File: src/rtl/mem_arbiter.sv
// rtl/mem_arbiter.sv - byte-serial RAM/IO bus arbiter for fetch and data accesses
// Optional: MEM_ARBITER_IF_ABORT_EN adds if_abort, which drops an in-flight fetch.
module mem_arbiter #(
  parameter int         ADDR_W = 32,
  parameter logic [1:0] IO_HI  = 2'b11
) (
  input  logic              clk_in,
  input  logic              rst_in,
  input  logic              rdy_in,
  input  logic              if_req,
  input  logic [ADDR_W-1:0] if_addr,
`ifdef MEM_ARBITER_IF_ABORT_EN
  input  logic              if_abort,
`endif
  output logic              if_done,
  output logic [31:0]       if_inst,
  input  logic              mem_req,
  input  logic              mem_rw,
  input  logic [ADDR_W-1:0] mem_addr,
  input  logic [1:0]        mem_len,
  input  logic [31:0]       mem_wdata,
  output logic              mem_done,
  output logic [31:0]       mem_rdata,
  input  logic [7:0]        ram_din,
  output logic [7:0]        ram_dout,
  output logic [ADDR_W-1:0] ram_a,
  output logic              ram_wr
);

  typedef enum logic [2:0] {IDLE, IF_RD, MEM_RD, MEM_WR, DONE} state_t;

  state_t            state_q, state_d;
  logic [ADDR_W-1:0] addr_q, addr_d;
  logic [1:0]        last_q, last_d;
  logic [31:0]       wdata_q, wdata_d;
  logic [31:0]       buf_q, buf_d;
  logic [31:0]       if_inst_d, mem_rdata_d;
  logic [2:0]        ip_q, ip_d;
  logic [2:0]        cp_q, cp_d;
  logic              is_mem_q, is_mem_d;
  logic [2:0]        n_bytes;
  logic              io_addr;
  logic              abort;

  assign n_bytes = {1'b0, last_q} + 3'd1;
  assign io_addr = (addr_q[17:16] == IO_HI);

`ifdef MEM_ARBITER_IF_ABORT_EN
  assign abort = if_abort && (state_q == IF_RD);
`else
  assign abort = 1'b0;
`endif

  always_ff @(posedge clk_in) begin
    if (rst_in) begin
      state_q   <= IDLE;
      addr_q    <= '0;
      last_q    <= 2'd0;
      wdata_q   <= 32'd0;
      buf_q     <= 32'd0;
      ip_q      <= 3'd0;
      cp_q      <= 3'd0;
      is_mem_q  <= 1'b0;
      if_inst   <= 32'd0;
      mem_rdata <= 32'd0;
    end else begin
      state_q   <= state_d;
      addr_q    <= addr_d;
      last_q    <= last_d;
      wdata_q   <= wdata_d;
      buf_q     <= buf_d;
      ip_q      <= ip_d;
      cp_q      <= cp_d;
      is_mem_q  <= is_mem_d;
      if_inst   <= if_inst_d;
      mem_rdata <= mem_rdata_d;
    end
  end

  always_comb begin
    state_d     = state_q;
    addr_d      = addr_q;
    last_d      = last_q;
    wdata_d     = wdata_q;
    buf_d       = buf_q;
    ip_d        = ip_q;
    cp_d        = cp_q;
    is_mem_d    = is_mem_q;
    if_inst_d   = if_inst;
    mem_rdata_d = mem_rdata;
    ram_a       = '0;
    ram_wr      = 1'b0;
    ram_dout    = 8'd0;
    if_done     = 1'b0;
    mem_done    = 1'b0;

    if (abort) begin
      state_d = IDLE;
      ip_d    = 3'd0;
      cp_d    = 3'd0;
    end else if (!rdy_in) begin
      // Anything issued but not captured is lost; re-issue it on resume.
      if (state_q == IF_RD || state_q == MEM_RD)
        ip_d = cp_q;
    end else begin
      case (state_q)
        IDLE: begin
          ip_d  = 3'd0;
          cp_d  = 3'd0;
          buf_d = 32'd0;
          if (mem_req) begin
            state_d  = mem_rw ? MEM_WR : MEM_RD;
            addr_d   = mem_addr;
            last_d   = (mem_len == 2'd0) ? 2'd0 : (mem_len == 2'd1) ? 2'd1 : 2'd3;
            wdata_d  = mem_wdata;
            is_mem_d = 1'b1;
          end else if (if_req) begin
            state_d  = IF_RD;
            addr_d   = if_addr;
            last_d   = 2'd3;
            is_mem_d = 1'b0;
          end
        end
        IF_RD, MEM_RD: begin
          // I/O space never has more than one byte in flight.
          if (ip_q < n_bytes && (!io_addr || ip_q == cp_q)) begin
            ram_a = addr_q + ADDR_W'(ip_q);
            ip_d  = ip_q + 3'd1;
          end
          if (cp_q < ip_q) begin
            buf_d[{cp_q[1:0], 3'b000} +: 8] = ram_din;
            cp_d = cp_q + 3'd1;
            if (cp_d == n_bytes) begin
              state_d = DONE;
              if (is_mem_q) mem_rdata_d = buf_d;
              else          if_inst_d   = buf_d;
            end
          end
        end
        MEM_WR: begin
          ram_a    = addr_q + ADDR_W'(ip_q);
          ram_wr   = 1'b1;
          ram_dout = wdata_q[{ip_q[1:0], 3'b000} +: 8];
          ip_d     = ip_q + 3'd1;
          if (ip_q == {1'b0, last_q})
            state_d = DONE;
        end
        DONE: begin
          state_d = IDLE;
          if (is_mem_q) mem_done = 1'b1;
          else          if_done  = 1'b1;
        end
        default: state_d = IDLE;
      endcase
    end
  end

endmodule
File: config.mk
export PLATFORM = sky130hd
export DESIGN_NAME = mem_arbiter
export DESIGN_NICKNAME = d
export VERILOG_FILES = /design/src/rtl/mem_arbiter.sv
export SDC_FILE = /design/constraint.sdc
export NUM_CORES = 1
export LEC_CHECK = 0
export CAP_MARGIN = 20
export CORE_ASPECT_RATIO = 1.1
export CORE_MARGIN = 2
export CORE_UTILIZATION = 38
export DETAILED_ROUTE_END_ITERATION = 16
export GPL_TIMING_DRIVEN = 1
export PLACE_DENSITY = 0.65
export SETUP_SLACK_MARGIN = 0.5
export SLEW_MARGIN = 20
export SYNTH_ARGS = -nofsm -noshare
export SYNTH_HDL_FRONTEND = slang
export SYNTH_SLANG_ARGS = --single-unit
File: constraint.sdc
create_clock -name clk_in -period 3.9 [get_ports clk_in]
set_input_delay 1.17 -clock clk_in [delete_from_list [all_inputs] [get_ports clk_in]]
set_output_delay 1.17 -clock clk_in [all_outputs]
set_load 0.01 [all_outputs]
==> metrics.md <==
| Metric | Value |
|---|---|
| Initial Utilization | `0.383` |
| Leakage | `4.15 nW` |
| Post-synth top flop | `dfxtp_1` |
| Core area | `21200 um^2` |
| Port bufs | `218` |
| Io pins | `219` |
| Finished Layout Cells | `1443` |
| Overflow after GRT | `0` |
| Max-Cap Viols | `0` |
| Gr usage total | `0.203` |
| Fin. max-slew vios | `0` |
| Hold Path Depth | `2` |
| Crit path launch | `ip_q[0]` |
| Site Rows | `56` |
| Vias per Instance | `5.17` |
| Peak fanout along the critical path | `5` |
| Routability congestion estimate | `0.799` |
| Flop2flop setup slack | `1.44 ns` |
| CTS tree | `done` |
| Synth Area per Inst | `8.83 um^2` |
| Max VDD drop | `0.273 mV` |
| Final wirelength | `23100 um` |
| Number of synthesized flops with an enable pin | `0` |
| Worst-case clock buffer depth | `2` |
| WL per Instance | `16.0 um` |
| WP data arrival | `2.40 ns` |
| Number of buffers created by CTS | `17` |
| Total power | `4.59 mW` |
| DRT antenna net count | `0` |
| Power Internal | `3.29 mW` |
| Unrepaired setup endpoints after global routing | `yes` |
| Slew HR | `0.389` |
| Seq pwr share | `0.425` |
| Seq/Total Area, Yosys | `0.425` |
| Critical Path RT | `2.73 ns` |
| Largest net degree at the start of global routing | `67` |
| Mapped cell area | `8110 um^2` |
| Storage element area | `3460 um^2` |
| Crit path capture type | `primary output` |
| Power Density | `388 nW/um^2` |
| CP max stage delay | `0.38 ns` |
| Share of post-route cells with drive strength above 1 | `0.196` |
| Clk pwr share | `0.372` |
| Clock skew | `0.0111 ns` |
| Yosys warnings | `0` |
| Antenna violations before repair | `0` |
| H-Tree Depth | `4` |
| Mapped Cells | `918` |
| R2R Path End | `mem_rdata[31]` |
| Combinational share of power | `0.203` |
| Placed insts | `1384` |
| Worst-path clk slew | `0.07 ns` |
| Async set-reset flop share out of synthesis | `0` |
| Fill cells | `1923` |
| 1st-pass router iterations | `4` |
| #FFs+latches synth | `172` |
| Outcome | `completed` |
| Full die area | `22500 um^2` |
| Dpl cell area | `10500 um^2` |
| Net Sw Power | `1.30 mW` |
| Min Tclk post-route | `3.57 ns` |
| R2r worst-path depth | `8` |
| Fmax | `280 MHz` |
| Post-Syn Nets | `1047` |
| Number of global-route vias before repair | `7128` |
| Vias | `7466` |
| Area grow syn2layout | `46.1%` |
| Final setup vio count | `0` |
| Diode count | `0` |
| 1st-iter DRT viols | `377` |
| Area of the multi-input gates | `4720 um^2` |
| First-pass GRT wire length | `36700 um` |
| FF-to-FF Start | `cp_q[1]` |
| Startpoint types | `register` |
| WHS | `0.451 ns` |
| Die width | `143 um` |
| DRC Markers | `0` |
| Hold Path Class | `reg2reg` |
| Die H | `157 um` |
| Final nets | `1270` |
| Final instance area | `11800 um^2` |
| Highest-count cells in the layout ignoring fill and taps | `172 x clkdlybuf4s50_1, 164 x dfxtp_1, 109 x nor2_1` |
| Clock Latency Late Sink | `0.42 ns` |
| Hpwl dp | `15600 um` |
| Root buffer cell | `clkbuf_16` |
| Worst-margin pin slew | `0.909 ns` |
| Critical Path End | `ram_a[24]` |
| CP max-delay cell | `dfxtp_4` |
| Most common cell after layout, fill and taps aside | `clkdlybuf4s50_1` |
| Final Hold Viols | `0` |
| Switching share of power | `0.284` |
| Fin crit share | `0.915` |
| CTS Sinks | `172` |
| Post-synth cell types | `56` |
| CP Class | `reg2out` |
| Cell-by-cell trace of the critical path | `ha_4, inv_2, fa_2, nor2b_4, o21a_4, buf_6, nand3_4, or3_1, a21oi_1, buf_2` |
==> worst max-delay path: cells and delay by family (launching register included) <==
kind	cells	cell delay, ns
simple gates	3	0.52
fa+ha+maj	2	0.49
flops	1	0.38
buf+inv	3	0.29
compound gates	2	0.29
==> metal layers <==
metal | GRT usage | wire length, um | share of wire | up-vias
li1 | - | - | - | 3726
met1 | 0.270 | 10500 | 0.46 | 3547
met2 | 0.334 | 11000 | 0.48 | 165
met3 | 0.0405 | 1080 | 0.047 | 28
met4 | 0.0644 | 431 | 0.019 | 0
met5 | 0 | 0 | 0 | -
==> worst min path at each step <==
stage,start,slack (ns),end
after detailed placement,buf_q[3],0.44,buf_q[3]
after floorplan,buf_q[0],0.42,buf_q[0]
after global placement,buf_q[7],0.44,buf_q[7]
final,wdata_q[25],0.45,wdata_q[25]
after CTS,wdata_q[25],0.45,wdata_q[25]
after global routing,buf_q[19],0.47,buf_q[19]
==> sequential cells by signal, summed over array words and instances, names as in the netlist <==
register and flops:
addr_q 32, buf_q 32, if_inst 32, mem_rdata 32, wdata_q 32, cp_q 3
ip_q 3, state_q 3, last_q 2, is_mem_q 1
==> power groups by stage <==
stage / Sequential [mW] / Clock, mW / Combinational, mW
global placement: 1.97 / 0 / 0.780
global route: 1.96 / 1.82 / 1.02
floorplan: 1.96 / 0 / 0.474
finish: 1.95 / 1.71 / 0.933
CTS: 1.95 / 1.75 / 0.883
detailed placement: 1.98 / 0 / 0.787
==> cell usage after synthesis (2+ instances only) <==
| cell | n | area share |
|---|---|---|
| nor3b_2 | 2 | 0.0031 |
| nand4b_1 | 3 | 0.0032 |
| o2bb2ai_1 | 32 | 0.035 |
| nand3_1 | 15 | 0.0093 |
| and4_1 | 3 | 0.0032 |
| a21oi_1 | 83 | 0.051 |
| buf_2 | 23 | 0.014 |
| o21ai_0 | 10 | 0.0062 |
| nor3_1 | 11 | 0.0068 |
| xnor2_1 | 4 | 0.0043 |
| mux2i_1 | 32 | 0.040 |
| nand2_1 | 78 | 0.036 |
| xor2_1 | 23 | 0.025 |
| o21a_1 | 2 | 0.0019 |
| a311oi_1 | 2 | 0.0022 |
| and3_1 | 8 | 0.0062 |
| nor3_2 | 2 | 0.0025 |
| or3_1 | 6 | 0.0046 |
| buf_4 | 6 | 0.0056 |
| ha_1 | 16 | 0.025 |
| nor4b_2 | 2 | 0.0037 |
| or4_1 | 3 | 0.0028 |
| o32ai_1 | 2 | 0.0022 |
| nor2_2 | 2 | 0.0015 |
| buf_6 | 6 | 0.0083 |
| mux4_2 | 8 | 0.022 |
| a31oi_1 | 2 | 0.0015 |
| a211oi_1 | 94 | 0.087 |
| a211oi_2 | 6 | 0.0093 |
| nor4_1 | 3 | 0.0023 |
| o31ai_1 | 2 | 0.0019 |
| inv_1 | 17 | 0.0079 |
| dfxtp_1 | 172 | 0.42 |
| nand4_1 | 13 | 0.010 |
| nor2b_1 | 44 | 0.034 |
| o21ai_1 | 2 | 0.0012 |
| clkbuf_1 | 32 | 0.015 |
| nor2_1 | 129 | 0.060 |
==> what timing repair did <==
action,4_1_cts,5_1_grt
endpoints found under the setup margin,43,36
pin swaps,30,17
gates cloned,3,0
setup buffers,19,6
hold buffers,0,0
gates resized for setup,252,56
==> area by class of cell <==
class	count	share of cell area
flip-flops and latches	172	0.292
clock inverters	11	0.0111
clock buffers	20	0.0386
multi-input cells	661	0.398
repair buffers	272	0.224
well taps	290	0.0306
inverters	17	0.00560
==> stage by stage <==
stage / setup WS (ns) / utilization / setup TNS, ns
floorplan: 0.516 / - / 0
global route: 0.209 / 0.560 / 0
finish: 0.331 / 0.560 / 0
global placement: -0.116 / 0.498 / -2.60
CTS: 0.309 / 0.546 / 0
detailed placement: -0.136 / 0.498 / -3.11
==> cell families after synthesis <==
logic type               count (synthesis)  share of synthesized area
AND/OR/NAND/NOR                        330                      0.194
adder cells (fa/ha/maj)                 18                     0.0284
buffers and inverters                   85                     0.0512
XOR/XNOR                                28                     0.0321
multiplexers                            40                     0.0617
AO/OA/AOI/OAI                          245                      0.207
flip-flops                             172                      0.425
Note: power is estimated with default switching activity, not from simulation.
